$ cat src/rtl/apb_bridge_pkg.sv
// apb_bridge_pkg: types and constants shared across the AXI4-Lite-to-APB bridge
package apb_bridge_pkg;

    localparam int BR_ADDR_W = 32;
    localparam int BR_DATA_W = 32;

    localparam int PPROT_PRIV  = 0;
    localparam int PPROT_NSEC  = 1;
    localparam int PPROT_INSTR = 2;

    typedef enum logic [1:0] {IDLE, SETUP, ACCESS, RESP} state_t;

    typedef struct packed {
        logic [BR_ADDR_W-1:0]   addr;
        logic [BR_DATA_W-1:0]   wdata;
        logic [BR_DATA_W/8-1:0] wstrb;
        logic                   write;
        logic [2:0]             prot;
    } apb_cmd_t;

    typedef struct packed {
        logic [BR_DATA_W-1:0] rdata;
        logic                 err;
        logic                 write;
    } apb_rsp_t;

endpackage

$ cat src/rtl/apb_addr_decoder.sv
// apb_addr_decoder: top address bits -> slave index, one-hot select and decode error
module apb_addr_decoder
    import apb_bridge_pkg::*;
#(
    parameter int ADDR_W  = 32,
    parameter int NUM_SLV = 4
) (
    input  logic [ADDR_W-1:0]  i_addr,
    output logic [NUM_SLV-1:0] o_sel,
    output logic [3:0]         o_idx,
    output logic               o_dec_err
);

    localparam int SW = (NUM_SLV > 1) ? $clog2(NUM_SLV) : 0;

    // A shift by the full width yields slave 0 when there is only one slave
    assign o_idx     = 4'(i_addr >> (ADDR_W - SW));
    assign o_dec_err = {28'd0, o_idx} >= 32'(NUM_SLV);
    assign o_sel     = o_dec_err ? '0 : NUM_SLV'(1) << o_idx;

endmodule

$ cat src/rtl/apb4_master_ctrl.sv
// apb4_master_ctrl: single-outstanding APB4 master with slave decode, PREADY timeout and response port
module apb4_master_ctrl
    import apb_bridge_pkg::*;
#(
    parameter int ADDR_W      = 32,
    parameter int DATA_W      = 32,
    parameter int NUM_SLV     = 4,
    parameter int TIMEOUT_CYC = 256
) (
    input  logic                      pclk,
    input  logic                      presetn,
    input  logic                      cmd_valid,
    output logic                      cmd_ready,
    input  logic [ADDR_W-1:0]         cmd_addr,
    input  logic [DATA_W-1:0]         cmd_wdata,
    input  logic [DATA_W/8-1:0]       cmd_wstrb,
    input  logic                      cmd_write,
    input  logic [2:0]                cmd_prot,
    output logic                      rsp_valid,
    input  logic                      rsp_ready,
    output logic [DATA_W-1:0]         rsp_rdata,
    output logic                      rsp_err,
    output logic                      rsp_write,
    output logic [ADDR_W-1:0]         PADDR,
    output logic [DATA_W-1:0]         PWDATA,
    output logic                      PWRITE,
    output logic [DATA_W/8-1:0]       PSTRB,
    output logic [2:0]                PPROT,
    output logic [NUM_SLV-1:0]        PSEL,
    output logic                      PENABLE,
    input  logic [NUM_SLV*DATA_W-1:0] PRDATA,
    input  logic [NUM_SLV-1:0]        PREADY,
    input  logic [NUM_SLV-1:0]        PSLVERR
);

    localparam int CW = (TIMEOUT_CYC > 1) ? $clog2(TIMEOUT_CYC) : 1;

    state_t              r_state, w_next;
    logic [ADDR_W-1:0]   r_addr;
    logic [DATA_W-1:0]   r_wdata, r_rdata, w_prdata;
    logic [DATA_W/8-1:0] r_wstrb;
    logic                r_write, r_err;
    logic [2:0]          r_prot;
    logic [CW-1:0]       r_cnt;
    logic [NUM_SLV-1:0]  w_sel;
    logic [3:0]          w_idx;
    logic                w_dec_err, w_ready, w_slverr, w_timeout;

    apb_addr_decoder #(.ADDR_W(ADDR_W), .NUM_SLV(NUM_SLV)) u_dec (
        .i_addr    (r_addr),
        .o_sel     (w_sel),
        .o_idx     (w_idx),
        .o_dec_err (w_dec_err)
    );

    // Pick the addressed slave's read data slice
    always_comb begin
        w_prdata = '0;
        for (int i = 0; i < NUM_SLV; i++)
            if (w_idx == 4'(i)) w_prdata = PRDATA[i*DATA_W +: DATA_W];
    end

    assign w_ready   = |(PREADY & w_sel);
    assign w_slverr  = |(PSLVERR & w_sel);
    assign w_timeout = (TIMEOUT_CYC != 0) && (r_cnt == CW'(TIMEOUT_CYC - 1));

    assign PADDR     = r_addr;
    assign PWDATA    = r_wdata;
    assign PWRITE    = r_write;
    assign PSTRB     = r_wstrb;
    assign PPROT     = r_prot;
    assign rsp_rdata = r_rdata;
    assign rsp_err   = r_err;
    assign rsp_write = r_write;

    // Transfer state register
    always_ff @(posedge pclk or negedge presetn)
        if (!presetn) r_state <= IDLE;
        else          r_state <= w_next;

    // Next state plus handshake and APB phase outputs
    always_comb begin
        w_next    = r_state;
        cmd_ready = 1'b0;
        rsp_valid = 1'b0;
        PSEL      = '0;
        PENABLE   = 1'b0;
        case (r_state)
            IDLE: begin
                cmd_ready = cmd_valid;
                if (cmd_valid) w_next = SETUP;
            end
            SETUP: begin
                PSEL   = w_sel;
                w_next = w_dec_err ? RESP : ACCESS;
            end
            ACCESS: begin
                PSEL    = w_sel;
                PENABLE = 1'b1;
                if (w_ready || w_timeout) w_next = RESP;
            end
            RESP: begin
                rsp_valid = 1'b1;
                cmd_ready = rsp_ready && cmd_valid;
                if (rsp_ready) w_next = cmd_valid ? SETUP : IDLE;
            end
            default: w_next = IDLE;
        endcase
    end

    // Capture the command; reads carry zero data and strobes onto the bus
    always_ff @(posedge pclk or negedge presetn)
        if (!presetn) begin
            r_addr  <= '0;
            r_wdata <= '0;
            r_wstrb <= '0;
            r_write <= 1'b0;
            r_prot  <= '0;
        end else if (cmd_ready) begin
            r_addr  <= cmd_addr;
            r_wdata <= cmd_write ? cmd_wdata : '0;
            r_wstrb <= cmd_write ? cmd_wstrb : '0;
            r_write <= cmd_write;
            r_prot  <= cmd_prot;
        end

    // Latch the response: slave data on PREADY, forced error on decode miss or timeout
    always_ff @(posedge pclk or negedge presetn)
        if (!presetn) begin
            r_rdata <= '0;
            r_err   <= 1'b0;
        end else if (r_state == SETUP && w_dec_err) begin
            r_rdata <= '0;
            r_err   <= 1'b1;
        end else if (r_state == ACCESS && w_ready) begin
            r_rdata <= (r_write || w_slverr) ? '0 : w_prdata;
            r_err   <= w_slverr;
        end else if (r_state == ACCESS && w_timeout) begin
            r_rdata <= '0;
            r_err   <= 1'b1;
        end

    // Count ACCESS cycles; cleared whenever not in ACCESS so it restarts on entry
    always_ff @(posedge pclk or negedge presetn)
        if (!presetn) r_cnt <= '0;
        else          r_cnt <= (r_state == ACCESS) ? r_cnt + 1'b1 : '0;

endmodule

$ cat config.mk
export PLATFORM = sky130hd
export DESIGN_NAME = apb4_master_ctrl
export DESIGN_NICKNAME = d
export VERILOG_FILES = /design/src/rtl/apb_bridge_pkg.sv /design/src/rtl/apb_addr_decoder.sv /design/src/rtl/apb4_master_ctrl.sv
export SDC_FILE = /design/constraint.sdc
export NUM_CORES = 1
export LEC_CHECK = 0
export CAP_MARGIN = 5
export CORE_AREA = 2 2 127 129
export CTS_CLUSTER_DIAMETER = 40
export DETAILED_ROUTE_END_ITERATION = 6
export DIE_AREA = 0 0 129 131
export HOLD_SLACK_MARGIN = 0.15
export PLACE_DENSITY = 0.75
export REMOVE_ABC_BUFFERS = 1
export SETUP_SLACK_MARGIN = 0.5
export SLEW_MARGIN = 25
export SYNTH_ARGS = -nofsm -noshare
export SYNTH_HDL_FRONTEND = slang
export SYNTH_SLANG_ARGS = --single-unit
export TNS_END_PERCENT = 50
$ cat constraint.sdc
create_clock -name pclk -period 2.4 [get_ports pclk]
set_clock_uncertainty 0.15 [all_clocks]
set_input_delay 0.48 -clock pclk [delete_from_list [all_inputs] [get_ports pclk]]
set_output_delay 0.48 -clock pclk [all_outputs]
set_load 0.01 [all_outputs]
==> run_results.csv, run 1 <==
group,metric,value,unit
global_route,grt_usage,20.3,%
synth,synthMuxAreaShare,14.7,%
outcome,outcome,"completed",
sta,period_share,94.9,%
synth,yosys.area.top_type,"dfrtp_1",
sta,fmax,439,MHz
cts,cts_made_buffers,17,
synth,synth_seq_cells,115,
route,wl_per_cell,16.6,um
flow_run,cap_violations,0,
synth,synth-compound-area-share,6.47,%
place,gp_congestion,0.798,
cts,clock-sinks,115,
synth,async_flop_share,100,%
global_route,grt_start_max_net_pins,73,
synth,synthSimpleGateAreaFrac,18.7,%
route,drtIter0Drc,170,
synth,synth_fa_ha_area_share,1.18,%
synth,synthMostInstantiatedCell,"nand2_1",
global_route,grt_pass1_vias,5085,
cts,cts_max_level,4,
power_and_ir_drop,powerDensity,1110,nW/um2
floorplan,core-area,15600,um2
layout,fin_area,9680,um2
min_path,hold_depth,2,
layout,num_antenna_cells,0,
cts,path_clk_slew,60,ps
cts,clockRootBuffer,"clkbuf_16",
synth,yosys.area.top_type_share,54.5,%
sta,final_hold_viol_count,0,
min_path,hold_start,"PWDATA[17]",
floorplan,die_h,131,um
route,vias,5045,
min_path,worstHoldEndpoint,"PWDATA[17]",
synth,yosys.cell_types.count,32,
critical_path,crit_buf_inv,3,
power_and_ir_drop,p_leak,4.43,nW
sta,holdWs,312,ps
synth,synth_area,5280,um2
floorplan,std_cell_rows,46,
synth,synth_top_family_by_area,"simple AND/OR/NAND/NOR gates",
critical_path,endpoint_kind,"primary output",
cts,clkLatencyLatePin,410,ps
synth,syn_inst,483,
layout,nets,1044,
critical_path,arrival,1650,ps
place,dpl_cell_area,8820,um2
synth,synth_area_per_cell,10.9,um2
critical_path,r2r_start,"PADDR[30]",
power_and_ir_drop,ir_worst_vdd,0.536,mV
synth,synth-xor-area-share,0.995,%
sta,period_minus_slack,2280,ps
floorplan,dieArea,16900,um2
sta,relSlewSlack,48.3,%
global_route,grt_first_pass_wirelength,26.1,mm
layout,area_growth,83.3,%
layout,final_core_util,62.1,%
critical_path,crit_path_max_incr_delay,400,ps
place,post-dp-hpwl,12.5,mm
synth,seq_area_frac_synth,54.5,%
sta,rsz0062_at_grt,"true",
critical_path,crit_type,"flip-flop to primary output",
critical_path,r2r_slack,320,ps
synth,synth_enable_flop_cells,0,
global_route,grt_antenna_before_repair,0,
floorplan,start_util,33.9,%
critical_path,rr_worst_depth,7,
critical_path,cp_top_family,"flip-flops",
critical_path,cp_max_fo,2,
route,vias_per_cell,4.78,
min_path,min_path_type,"flip-flop to flip-flop",
floorplan,fp.dieW,129,um
cts,cts_tree,"done",
critical_path,crit_slowest_cell,"dfrtp_1",
sta,tightest_slew,775,ps
route,drcViolationCount,0,
critical_path,r2r-end,"rsp_rdata[29]",
sta,setup_violations,0,
place,portBuffers,324,
critical_path,cp.required,1770,ps
synth,synthTopCellsByCount,"nand2_1 (183), dfrtp_1 (115), nand3_1 (38)",
cts,cts_max_path_buffers,2,
synth,synth_warnings,0,
layout,drive_above_1_share,14.6,%
global_route,grt_overflow,0,
route,wl,17.5,mm
route,drtAntennaViolNets,0,
sta,report.final.slew_viol_count,0,
floorplan,ios,325,
route,first_pass_iters,4,
critical_path,start_kind,"flip-flop",
synth,ys.flop_type,"dfrtp_1",
synth,synth_area_leaders,"dfrtp_1 (54%), mux4_2 (14%), nand2_1 (13%), a22o_1 (5.3%), nand3_1 (3.6%)",
critical_path,cp_cell_sequence,"inv_2 -> ha_4 -> or3_4 -> inv_4 -> buf_6",
[cell families after synthesis]
family | after synthesis
flip-flops | 115
AO/OA/AOI/OAI | 40
AND/OR/NAND/NOR | 241
buffers and inverters | 41
adder cells (fa/ha/maj) | 5
XOR/XNOR | 6
multiplexers | 35
[sequential cells by signal, summed over array words and instances (netlist names), 2 cells and up]
name	count
PADDR	32
PPROT	3
PSTRB	4
PWDATA	32
r_cnt	8
r_state	2
rsp_rdata	32
[metal layers]
layer | GRT usage [%] | up-vias | wire, um
li1 | - | 2365 | -
met1 | 22.6 | 2417 | 6610
met2 | 36.4 | 232 | 9070
met3 | 5.90 | 31 | 1380
met4 | 8.63 | 0 | 415
met5 | 0 | - | 0
[through the flow]
step	std cells	setup slack, ps	setup TNS (ps)	total power [mW]
CTS	1051	92.6	0	10.8
global route	1056	69.3	0	11.4
detailed placement	1004	-385	-17910	7.91
floorplan	449	-1090	-104290	5.29
finish	1056	123	0	10.7
global placement	1004	-381	-16160	7.82
[cell type report]
cell class,instances,area [um2]
Inverter,7,28.8
Fill cell,1260,5920
Sequential cell,115,2880
Timing Repair Buffer,359,3600
Clock inverter,14,178
Tap cell,216,270
Clock buffer,18,439
Multi-Input combinational cell,327,2280
[worst max-delay path by stage]
| stage | endpoint | depth (start not counted) | slack (ps) | startpoint |
|---|---|---|---|---|
| floorplan | rsp_rdata[30] | 4 | -1090 | PADDR[30] |
| global placement | cmd_ready | 5 | -380 | cmd_valid |
| detailed placement | cmd_ready | 5 | -380 | cmd_valid |
| CTS | cmd_ready | 5 | 90 | r_state[1] |
| global route | cmd_ready | 5 | 70 | r_state[1] |
| finish | cmd_ready | 5 | 120 | r_state[1] |
[worst register-to-register path, stage by stage, from the launching register on]
cell and delay, ps:
dfrtp_2 370, buf_6 130, mux4_2 490, nand3b_1 230, nor2_4 230, buf_4 170
buf_16 140, a22o_1 120
[report_power, final]
part | internal [mW] | total (mW) | switching (mW)
Combinational | 2.84 | 5.04 | 2.20
Clock | 1.67 | 2.63 | 0.959
Sequential | 2.68 | 3.08 | 0.396
Total | 7.19 | 10.7 | 3.56
[repair_timing]
action / in CTS / in global routing
setup endpoints to repair: 218 / 195
hold buffers: 1 / 0
buffers inserted: 11 / 5
hold endpoints to repair: 27 / 0
cloned: 3 / 0
pin swaps: 3 / 5
resized for setup: 68 / 10
[layout by cell type (no fill, tap or decap), drive strengths merged, types with 2 or more instances in the layout]
cell type,n
a22o,32
a22oi,2
and3,4
buf,40
bufinv,3
clkbuf,18
clkdlybuf4s15,2
clkdlybuf4s50,290
clkinv,5
clkinvlp,3
dfrtp,115
dlygate4sd2,25
ha,5
inv,10
mux4,34
nand2,183
nand3,38
nor2,9
xnor2,2
xor2,4
No activity file was read; power rests on OpenSTA's default activity.
==> inputs of run 2 (changes only) <==
--- a/config.mk
+++ b/config.mk
@@ -14,7 +14,6 @@
 export PLACE_DENSITY = 0.75
 export REMOVE_ABC_BUFFERS = 1
 export SETUP_SLACK_MARGIN = 0.5
-export SLEW_MARGIN = 25
 export SYNTH_ARGS = -nofsm -noshare
 export SYNTH_HDL_FRONTEND = slang
 export SYNTH_SLANG_ARGS = --single-unit
==> results of run 2 <==
The final DEF is identical to that of run 1; final timing and power are the same.
==> inputs of run 3 (changes only) <==
--- a/config.mk
+++ b/config.mk
@@ -12,7 +12,6 @@
 export DIE_AREA = 0 0 129 131
 export HOLD_SLACK_MARGIN = 0.15
 export PLACE_DENSITY = 0.75
-export REMOVE_ABC_BUFFERS = 1
 export SETUP_SLACK_MARGIN = 0.5
 export SYNTH_ARGS = -nofsm -noshare
 export SYNTH_HDL_FRONTEND = slang
==> run 3 against run 2 <==
  * Worst setup slack got worse by 14 ps
  * Die area did not move
  * Sequential cell count did not move
  * Global-route usage rose by 0.56 points
  * Critical endpoint unchanged
==> run_results.csv, run 3 (synthesized netlist as in run 1, its figures left out) <==
group,metric,value,unit
outcome,outcome,"completed",
route,drtIter0Drc,196,
global_route,grt_overflow,0,
sta,final_hold_viol_count,0,
min_path,min_path_type,"flip-flop to flip-flop",
critical_path,r2r_start,"r_state[1]",
global_route,grt_pass1_vias,5043,
cts,clock-sinks,115,
route,drtAntennaViolNets,0,
layout,num_antenna_cells,0,
layout,fill_cells,1328,
synth,syn_nets,700,
power_and_ir_drop,powerDensity,1100,nW/um2
critical_path,endpoint_kind,"primary output",
critical_path,cp_cell_sequence,"inv_2 -> ha_4 -> or3_4 -> clkinv_4 -> buf_6",
layout,drive_above_1_share,13.4,%
cts,clockRootBuffer,"clkbuf_16",
place,dp_cells,1005,
critical_path,cp_top_family,"simple AND/OR/NAND/NOR gates",
global_route,grt_start_max_net_pins,73,
floorplan,start_util,33.9,%
global_route,grt_usage,20.9,%
route,vias_per_cell,4.72,
layout,most-common-layout-cells,"clkdlybuf4s50_1 (305), nand2_1 (183), dfrtp_1 (112), nand3_1 (38), mux4_2 (34)",
floorplan,fp.dieW,129,um
cts,cts_made_buffers,17,
sta,fin_setup_tns,0,ps
cts,path_clk_slew,60,ps
critical_path,r2r-end,"PSTRB[0]",
floorplan,die_h,131,um
critical_path,cp.required,1770,ps
floorplan,ios,325,
critical_path,r2r_slack,350,ps
critical_path,crit_path_max_incr_delay,410,ps
cts,cts_max_path_buffers,2,
critical_path,crit_slowest_cell,"or3_4",
sta,period_minus_slack,2290,ps
sta,fmax,436,MHz
place,pre_cts_slack,-408,ps
floorplan,std_cell_rows,46,
route,drcViolationCount,0,
power_and_ir_drop,ir_worst_vdd,0.873,mV
sta,rsz0062_at_grt,"true",
global_route,grt_antenna_before_repair,0,
min_path,worstHoldEndpoint,"PWDATA[29]",
sta,relSlewSlack,50.2,%
global_route,grt_first_pass_wirelength,26.7,mm
layout,area_growth,79.8,%
sta,fin_ws,108,ps
critical_path,crit_buf_inv,3,
sta,report.final.slew_viol_count,0,
cts,cts_max_level,4,
flow_run,cap_violations,0,
sta,period_share,95.5,%
layout,nets,1035,
place,gp_congestion,0.784,
critical_path,cp_max_fo,3,
layout,final_common_cell,"clkdlybuf4s50_1",
critical_path,rr_worst_depth,7,
floorplan,dieArea,16900,um2
min_path,hold_start,"PWDATA[29]",
layout,instances_no_fill,1047,
critical_path,crit_type,"flip-flop to primary output",
route,wl,17.9,mm
cts,cts_tree,"done",
critical_path,crit_start,"r_state[1]",
place,portBuffers,324,
sta,setup_violations,0,
sta,tightest_slew,747,ps
cts,clkLatencyLatePin,410,ps
power_and_ir_drop,power.total,10.5,mW
route,first_pass_iters,4,
floorplan,core-area,15600,um2
route,wl_per_cell,17.1,um
power_and_ir_drop,p_leak,4.29,nW
critical_path,arrival,1660,ps
critical_path,start_kind,"flip-flop",
min_path,hold_depth,2,
place,post-dp-hpwl,13.2,mm
route,vias,4937,
==> run 3: cell type report <==
cell class / count / area, um2 / share of cell area, %
inverter: 7 / 31.3 / 0.329
clock buffer: 19 / 443 / 4.66
tap: 216 / 270 / 2.85
multi-input combinational: 327 / 2260 / 23.8
sequential: 115 / 2880 / 30.3
clock inverter: 13 / 135 / 1.42
timing repair buffer: 350 / 3470 / 36.6
==> run 3: how the worst max path moves through the flow <==
stage / slack (ps) / depth (start not counted) / end
finish: 110 / 5 / cmd_ready
global route: 40 / 5 / cmd_ready
CTS: 70 / 5 / cmd_ready
detailed placement: -410 / 5 / cmd_ready
global placement: -410 / 5 / cmd_ready
floorplan: 380 / 6 / cmd_ready
==> run 3: repair_timing <==
item	CTS	global route
endpoints found under the setup margin	218	209
hold endpoints to repair	115	0
gates resized for setup	48	3
setup buffers	8	1
hold buffers	1	0
pin swaps	3	1
==> run 3: metal layers <==
layer | up-vias | wire (um) | global-route usage (%)
met5 | - | 0 | 0
met4 | 0 | 307 | 7.86
met3 | 18 | 1820 | 8.39
met2 | 215 | 9090 | 35.3
met1 | 2371 | 6720 | 24.0
li1 | 2333 | - | -
==> run 3: through the flow <==
stage | area, um2 | util (%) | hold WS, ps
finish | 9500 | 60.9 | 315
global route | 9500 | 60.9 | 338
CTS | 9480 | 60.8 | 317
detailed placement | 8830 | 56.6 | 235
global placement | 8830 | 56.6 | 234
floorplan | 5320 | - | 34.4
==> run 3: report_power, final <==
group          internal (mW)  switching [mW]  total, mW  leakage (nW)
clock network           1.55           0.879       2.43         0.271
logic                   2.74            2.22       4.96          2.53
registers               2.68           0.419       3.10          1.49
total                   6.97            3.52       10.5          4.29
==> run 3: worst min-delay path, stage by stage (launching register included) <==
cell	delay, ps
dfrtp_1	340
nand2_1	50
nand2_1	50
